--- src/rtl/fetch_unit_if.sv ---
`default_nettype none
// ============================================================================
// Module      : fetch_unit_if
// Description : Instruction-memory request/response bundle between the fetch
//               stage (master) and instruction memory (slave). A request is
//               held on req/addr until valid returns the word in rdata.
// Revision    : 1.0 - initial release
// ============================================================================
interface fetch_unit_if;
  logic        req;    // request outstanding, address stable while high
  logic [31:0] addr;   // word-aligned request address
  logic [31:0] rdata;  // instruction word returned by memory
  logic        valid;  // rdata valid, completes the outstanding request

  // Fetch stage side: drives the request, consumes the response.
  modport master (
    output req,
    output addr,
    input  rdata,
    input  valid
  );

  // Memory side: consumes the request, drives the response.
  modport slave (
    input  req,
    input  addr,
    output rdata,
    output valid
  );
endinterface
`default_nettype wire

--- src/rtl/fetch_unit.sv ---
`default_nettype none
// ============================================================================
// Module      : fetch_unit
// Description : RV32I instruction-fetch stage. Owns the PC, issues one
//               instruction-memory request at a time over a variable-latency
//               req/valid bus, and presents InstrF/PCF/PCPlus4F/ValidF to the
//               IF/ID register. Handles hazard stalls and Execute-stage
//               redirects, including redirects with a request in flight.
// Revision    : 1.0 - initial release
// ============================================================================
module fetch_unit #(
  parameter logic [31:0] RESET_PC  = 32'h0000_0000,
  parameter logic [31:0] NOP_INSTR = 32'h0000_0013
) (
  input  wire logic        CLK,
  input  wire logic        RST,
  input  wire logic        StallF,
  input  wire logic        RedirectE,
  input  wire logic [31:0] PCTargetE,
  fetch_unit_if.master     imem,
  output logic      [31:0] InstrF,
  output logic      [31:0] PCF,
  output logic      [31:0] PCPlus4F,
  output logic             ValidF
);

  // S_IDLE : one settling cycle after reset, no request yet
  // S_REQ  : request on the bus, waiting for the matching response
  // S_DROP : redirected while a request was in flight; swallow its response
  // S_OUT  : buffered instruction presented to IF/ID
  typedef enum logic [1:0] {
    S_IDLE = 2'd0,
    S_REQ  = 2'd1,
    S_DROP = 2'd2,
    S_OUT  = 2'd3
  } state_t;

  state_t      r_state;
  state_t      w_state_next;
  logic [31:0] r_pc;
  logic [31:0] w_pc_next;
  logic [31:0] r_buf;
  logic [31:0] w_buf_next;
  logic [31:0] w_target;
  logic        unused_target_lsbs;

  // Redirect targets are forced to word alignment; the low bits carry no
  // information for the fetch stage.
  assign w_target           = {PCTargetE[31:2], 2'b00};
  assign unused_target_lsbs = ^PCTargetE[1:0];

  // State, PC and instruction buffer; reset is asynchronous so an in-flight
  // request is abandoned immediately.
  always_ff @(posedge CLK or negedge RST) begin
    if (!RST) begin
      r_state <= S_IDLE;
      r_pc    <= RESET_PC;
      r_buf   <= NOP_INSTR;
    end else begin
      r_state <= w_state_next;
      r_pc    <= w_pc_next;
      r_buf   <= w_buf_next;
    end
  end

  // Next-state, next-PC and buffer capture. A redirect always wins over a
  // stall, and any response that belongs to a redirected-away PC is dropped.
  always_comb begin
    w_state_next = r_state;
    w_pc_next    = r_pc;
    w_buf_next   = r_buf;

    case (r_state)
      S_IDLE: begin
        w_state_next = S_REQ;
      end

      S_REQ: begin
        if (RedirectE) begin
          w_pc_next = w_target;
          // If the response lands in the same cycle it is simply ignored and
          // the new address goes out next cycle; otherwise it is still in
          // flight and must be drained before a new request can issue.
          w_state_next = imem.valid ? S_REQ : S_DROP;
        end else if (imem.valid) begin
          w_buf_next   = imem.rdata;
          w_state_next = S_OUT;
        end
      end

      S_DROP: begin
        if (RedirectE) begin
          w_pc_next = w_target;
        end
        if (imem.valid) begin
          w_state_next = S_REQ;
        end
      end

      S_OUT: begin
        if (RedirectE) begin
          w_pc_next    = w_target;
          w_state_next = S_REQ;
        end else if (!StallF) begin
          w_pc_next    = r_pc + 32'd4;
          w_state_next = S_REQ;
        end
      end

      default: begin
        w_state_next = S_IDLE;
      end
    endcase
  end

  // Bus and IF/ID outputs are pure decodes of the registered state, so
  // nothing on the memory side loops back combinationally.
  always_comb begin
    imem.req = (r_state == S_REQ);
    imem.addr = r_pc;
    ValidF    = (r_state == S_OUT);
    InstrF    = (r_state == S_OUT) ? r_buf : NOP_INSTR;
    PCF       = r_pc;
    PCPlus4F  = r_pc + 32'd4;
  end

endmodule
`default_nettype wire

--- src/flat_wrapper.sv ---
// flat-port wrapper written by rule: the top's interface ports become plain ports
module fetch_unit_flat 
#(
  parameter logic [31:0] RESET_PC  = 32'h0000_0000,
  parameter logic [31:0] NOP_INSTR = 32'h0000_0013
)
  (CLK, RST, StallF, RedirectE, PCTargetE, InstrF, PCF, PCPlus4F, ValidF, imem_req, imem_addr, imem_rdata, imem_valid);
  fetch_unit_if imem_i ();
  input  wire logic CLK;
  input  wire logic RST;
  input  wire logic StallF;
  input  wire logic RedirectE;
  input  wire logic [31:0] PCTargetE;
  output logic      [31:0] InstrF;
  output logic      [31:0] PCF;
  output logic      [31:0] PCPlus4F;
  output logic ValidF;
  output wire logic [$bits(imem_i.req)-1:0] imem_req;
  output wire logic [$bits(imem_i.addr)-1:0] imem_addr;
  input wire logic [$bits(imem_i.rdata)-1:0] imem_rdata;
  input wire logic [$bits(imem_i.valid)-1:0] imem_valid;
  assign imem_req = imem_i.req;
  assign imem_addr = imem_i.addr;
  assign imem_i.rdata = imem_rdata;
  assign imem_i.valid = imem_valid;
  fetch_unit #(.RESET_PC(RESET_PC), .NOP_INSTR(NOP_INSTR)) u_core (.CLK(CLK), .RST(RST), .StallF(StallF), .RedirectE(RedirectE), .PCTargetE(PCTargetE), .imem(imem_i), .InstrF(InstrF), .PCF(PCF), .PCPlus4F(PCPlus4F), .ValidF(ValidF));
endmodule
--- config.mk ---
export PLATFORM = sky130hd
export DESIGN_NAME = fetch_unit_flat
export DESIGN_NICKNAME = d
export VERILOG_FILES = /design/src/rtl/fetch_unit_if.sv /design/src/rtl/fetch_unit.sv /design/src/flat_wrapper.sv
export SDC_FILE = /design/constraint.sdc
export NUM_CORES = 1
export LEC_CHECK = 0
export CAP_MARGIN = 30
export CORE_MARGIN = 5
export CORE_UTILIZATION = 42
export DETAILED_ROUTE_END_ITERATION = 16
export PLACE_DENSITY = 0.84
export SLEW_MARGIN = 0
export SYNTH_ARGS = -nofsm -noshare
export SYNTH_HDL_FRONTEND = slang
export SYNTH_SLANG_ARGS = --single-unit
export TNS_END_PERCENT = 50
--- constraint.sdc ---
create_clock -name CLK -period 2.55 [get_ports CLK]
set_clock_uncertainty 0.15 [all_clocks]
set_input_delay 0.3825 -clock CLK [delete_from_list [all_inputs] [get_ports CLK]]
set_output_delay 0.3825 -clock CLK [all_outputs]
set_load 0.005 [all_outputs]
Word level (Yosys, flattened, before mapping)

Cells that the tools add are included.

Input bits: 69
Flip-flop bits (word level): 66
Memory bits (writable): 0
Memories: 0
Output and inout bits: 130
Word-level logic and storage cells: 30
Memory bits (read-only): 0
Latch bits: 0

Shift-type cells: 0
Divide/modulo/power cells: 0
Order comparisons: 0
Muxes and demuxes: 12
$mul: 0
Reduce and logical (&&, ||, !) cells: 6
Bitwise gates (word level): 1
Add/sub/neg operators: 1
Equal/unequal tests: 7

Operators with widths:

| kind                    | count |
|---|---|
| $mux W32                | 4 |
| $pmux W32 S2            | 1 |
| $add A32 B3 Y32 const B | 1 |
| $mux W2                 | 6 |
| $reduce_and A3 Y1       | 3 |
| $pmux W2 S4             | 1 |
| $eq A2 B2 Y1 const B    | 2 |
| $ne A3 B2 Y1 const B    | 1 |
| $ne A3 B3 Y1 const B    | 1 |
| $eq A2 B1 Y1 const B    | 1 |
| $logic_not A2 Y1        | 1 |
| $ne A2 B1 Y1 const B    | 1 |
| $ne A2 B2 Y1 const B    | 1 |
| $reduce_bool A2 Y1      | 1 |
| $reduce_or A2 Y1        | 1 |
| $not A1 Y1              | 1 |

Logic depth before layout (Yosys ltp)

Depth after elaboration: 4
Depth in mapped cells: 8
Mapped depth without buffers: 6

Least setup slack after synthesis

No wires, ideal clock.

Kind: reg-to-output
From: register u_core.r_pc[2], in the netlist u_core.PCF[2]
To: output PCPlus4F[20]
Stages on the path, launching flop included: 6
Data required time: 2.017 ns
Arrival: 1.869 ns
Buffers on the path: 0
Slack: 0.149 ns
Cells stage by stage: dfrtp_1 -> ha_1 -> nand3_1 -> nor4_1 -> nand3_1 -> xnor2_1

Word-level cells in the longest chain between the ends: 1

RTL lines:

| item                   | RTL line           | source |
|---|---|---|
| start, declared        | fetch_unit.sv:40   | `logic [31:0] r_pc;` |
| start signal, assigned | fetch_unit.sv:61   | `r_pc <= w_pc_next;` |
| $add A32 B3 Y32        | fetch_unit.sv:124  | `PCPlus4F = r_pc + 32'd4;` |
| end, declared          | flat_wrapper.sv:16 | `output logic [31:0] PCPlus4F;` |

Every way passes these cells.

Final worst setup path

From: register u_core.r_pc[8], in the netlist u_core.PCF[8]
To: output PCPlus4F[22]

The elaborated chain is that of the path after synthesis.

==> metrics.md <==
| Metric | Value |
|---|---|
| Status | `finished, violations left` |
| Failing checks | `setup timing` |
| Net Switching | `about 3.1 mW` |
| Placed Instances | `between 700 and 800` |
| # diodes | `0` |
| Total power | `roughly 8.2 mW` |
| Yosys warning total | `0` |
| Synth area leaders | `dfrtp_1 (35%), mux2_2 (8.8%), buf_4 (6.6%), and2_1 (5.6%), xnor2_1 (4.6%)` |
| Critical Path Sink Type | `output port` |
| First-pass GRT wire length | `24.1 mm` |
| Filler instances | `between 700 and 800` |
| Clock Path Buffers | `2` |
| Hold Violations, Final | `0` |
| Hold Path Class | `reg2reg` |
| Clock Sinks | `between 60 and 70` |
| VDD IR-drop max | `758 uV` |
| Synth area leader | `dfrtp_1` |
| Place WS | `-74.7 ps` |
| WL met1 | `~6.3 mm` |
| Max Used Layer | `met4` |
| Io pins | `roughly 200` |
| Worst skew pair latency | `around 350 ps` |
| RD Place Congestion | `roughly 0.85` |
| Slew of the pin with the lowest slew margin | `about 760 ps` |
| Via density | `5.40` |
| GRT overflow | `0` |
| CTS Root Cell | `clkbuf_8` |
| Max Fanout on Critical Path | `4` |
| Initial antenna violation count | `0` |
| Layout Nets | `787` |
| CTS tree | `done` |
| CP Data Arrival Time | `2140 ps` |
| Cell Count, Final, Fillers Out | `between 800 and 900` |
| Largest net degree at the start of global routing | `37` |
| Worst Path Class, Setup | `reg2out` |
| H-tree lvl count | `3` |
| Post-route cell area | `between 0.007 and 0.008 sq mm` |
| Register area share after synthesis | `0.370` |
| Fraction of registers with async set/reset | `1.00` |
| Post-synthesis register bit count | `64` |
| Post-synthesis average cell area | `9.26 sq um` |
| Total length of routed met2 wires | `7.68 mm` |
| Post-synthesis cell area | `0.00434 sq mm` |
| Power Dens Cells | `1110 mW/mm^2` |
| Seq pwr share | `0.237` |
| RSZ-0062 raised after global routing | `yes` |
| Placed Area | `0.00653 sq mm` |
| Vias | `between 4000 and 5000` |
| 1st-iter DRT viols | `around 280` |
| Total setup violations reported at the end of the flow | `11` |
| Min Hold Slack | `between 300 and 400 ps` |
| Antenna-violating nets left | `0` |
| FP Rows | `37` |
| Core Area | `between 0.01 and 0.015 sq mm` |
| Leakage power | `about 3.2 nW` |
| Final Cycle Share | `1.05` |
| Reg clk slew, reported paths | `approximately 80 ps` |
| Post-layout util | `0.720` |
| Share of cells above drive strength 1 | `0.330` |
| Logic pwr share | `0.658` |
| Total of max-cap violations | `0` |
| Chip Width | `112 microns` |
| First-pass detailed-route iteration total | `4` |
| Slew Limit Fails | `0` |
| DIE AREA | `about 0.012 sq mm` |
| # DRC | `0` |
| Num CTS Buffers | `9` |
| Worst Setup Slack, final | `-127 ps` |
| F_max | `between 300 and 400 MHz` |
| Final setup TNS | `-779 ps` |
| Die Y | `approximately 110 microns` |
| Main flop type after synthesis | `dfrtp_1` |
| Post-synth top area share | `0.351` |
| Max-Slew Margin vs Limit | `0.496` |
| Gr usage total | `0.236` |
| WL final | `15.6 mm` |
| Post-synth EDFFs | `0` |
| Metal3 WL | `approximately 1.3 mm` |
| Mapped Cells | `~470` |
| Critical Path Source Type | `flip-flop` |
| Post-DP HPWL | `10.7 mm` |
| Clock power frac | `0.104` |
| Layout overhead on the synthesized area | `68.9%` |
| P_int | `5.05 mW` |
| Tmin final | `~2700 ps` |
| WP data required | `2020 ps` |
| Port Buffers | `190` |
| Sw Ratio | `0.382` |
| WL/cell | `18.3 microns` |
| Starting Density | `0.426` |
| Number of global-route vias before repair | `about 4700` |
| Synth cell types | `56` |
==> routing by layer <==
layer,up-vias,track usage
met5,-,0
met4,0,0.0811
met3,40,0.0587
met2,239,0.402
met1,2237,0.292
li1,2094,-
==> cells in the mapped netlist, drive strengths merged (2+ instances only) <==
| library cell | count |
|---|---|
| o211ai | 4 |
| a31o | 2 |
| nand2 | 40 |
| a31oi | 3 |
| or3 | 2 |
| o22ai | 6 |
| nor2 | 22 |
| and2 | 39 |
| o2bb2ai | 2 |
| xor2 | 4 |
| dfrtp | 61 |
| o21ai | 13 |
| a21oi | 15 |
| nor4 | 9 |
| ha | 5 |
| xnor2 | 23 |
| or2 | 2 |
| mux2 | 34 |
| nand3 | 19 |
| nand2b | 4 |
| nor3 | 7 |
| o22a | 3 |
| nor3b | 2 |
| a311o | 4 |
| nand3b | 3 |
| inv | 9 |
| and4 | 6 |
| mux2i | 13 |
| a2bb2oi | 7 |
| nand4 | 15 |
| clkbuf | 24 |
| or4 | 5 |
| dfstp | 3 |
| buf | 45 |
==> power groups by stage <==
stage	sequential [mW]	combinational, mW	clock [mW]
after floorplan	2.03	2.33	0
after global placement	1.90	4.96	0
after detailed placement	1.94	5.09	0
after CTS	1.91	5.21	0.874
after global routing	2.00	5.76	0.933
final	1.94	5.37	0.852
==> registers in the layout (all words and copies together), names as in the netlist <==
register	flops
u_core.r_state	2
u_core.r_buf	32
u_core.PCF	30
==> cell families after synthesis <==
group	count (synthesis)	share of synthesized area
simple gates	178	0.228
buf+inv	79	0.107
compound gates	68	0.108
flops	64	0.370
mux	47	0.118
xor+xnor	27	0.0544
fa+ha+maj	5	0.0144
other cells	1	0.000863
==> final cells by class <==
type,instances,area [sq um],share of cell area
repair buffers,298,2730,0.372
inverters,9,33.8,0.00461
clock buffers,9,124,0.0169
well taps,136,170,0.0232
multi-input cells,331,2610,0.355
clock inverters,7,62.6,0.00853
flip-flops and latches,64,1610,0.219
==> worst paths after layout <==
path / cells after the start / slack (ps) / from / endpoint
worst max-delay path: 10 / -130 / u_core.PCF[8] / PCPlus4F[22]
worst min-delay path: 1 / 350 / u_core.r_buf[14] / u_core.r_buf[14]
worst max register to register: 7 / 180 / u_core.PCF[2] / u_core.PCF[14]
worst min register to register: 1 / 350 / u_core.r_buf[14] / u_core.r_buf[14]
max in group asynchronous: 3 / 1080 / RST / u_core.PCF[15]
min in group asynchronous: 2 / 510 / RST / u_core.r_buf[14]
==> worst max-delay path, cell delays in order (launching register included) <==
cell and delay (ps):
dfrtp_1 420, nand4_4 120, buf_6 150, buf_6 110, nor4_4 280, buf_4 180
buf_6 100, buf_6 90, nand3_4 70, xnor2_1 140, buf_2 130
==> placed cells by master (no fill, tap or decap), types with 11 or more instances in the layout <==
cell type / Yosys / layout
buf_6: 0 / 14
buf_2: 5 / 16
mux2i_1: 13 / 13
and2_1: 39 / 39
a21oi_1: 15 / 15
xnor2_1: 23 / 12
nor2_1: 22 / 21
nand2_1: 40 / 29
o21ai_0: 13 / 13
mux2_2: 34 / 34
dfrtp_1: 61 / 58
clkdlybuf4s50_1: 0 / 162
xnor2_2: 0 / 11
nand4_1: 14 / 14
nand3_1: 18 / 13
buf_4: 38 / 88
==> what timing repair did <==
action                                  in CTS  in global routing
endpoints found under the setup margin      26                 50
setup buffers                               26                 14
cloned                                       2                  0
pin swaps                                   16                 22
endpoints found under the hold margin       29                  0
hold buffers                                 1                  0
gates resized for setup                     98                 58
(Power assumes the default switching activity.)
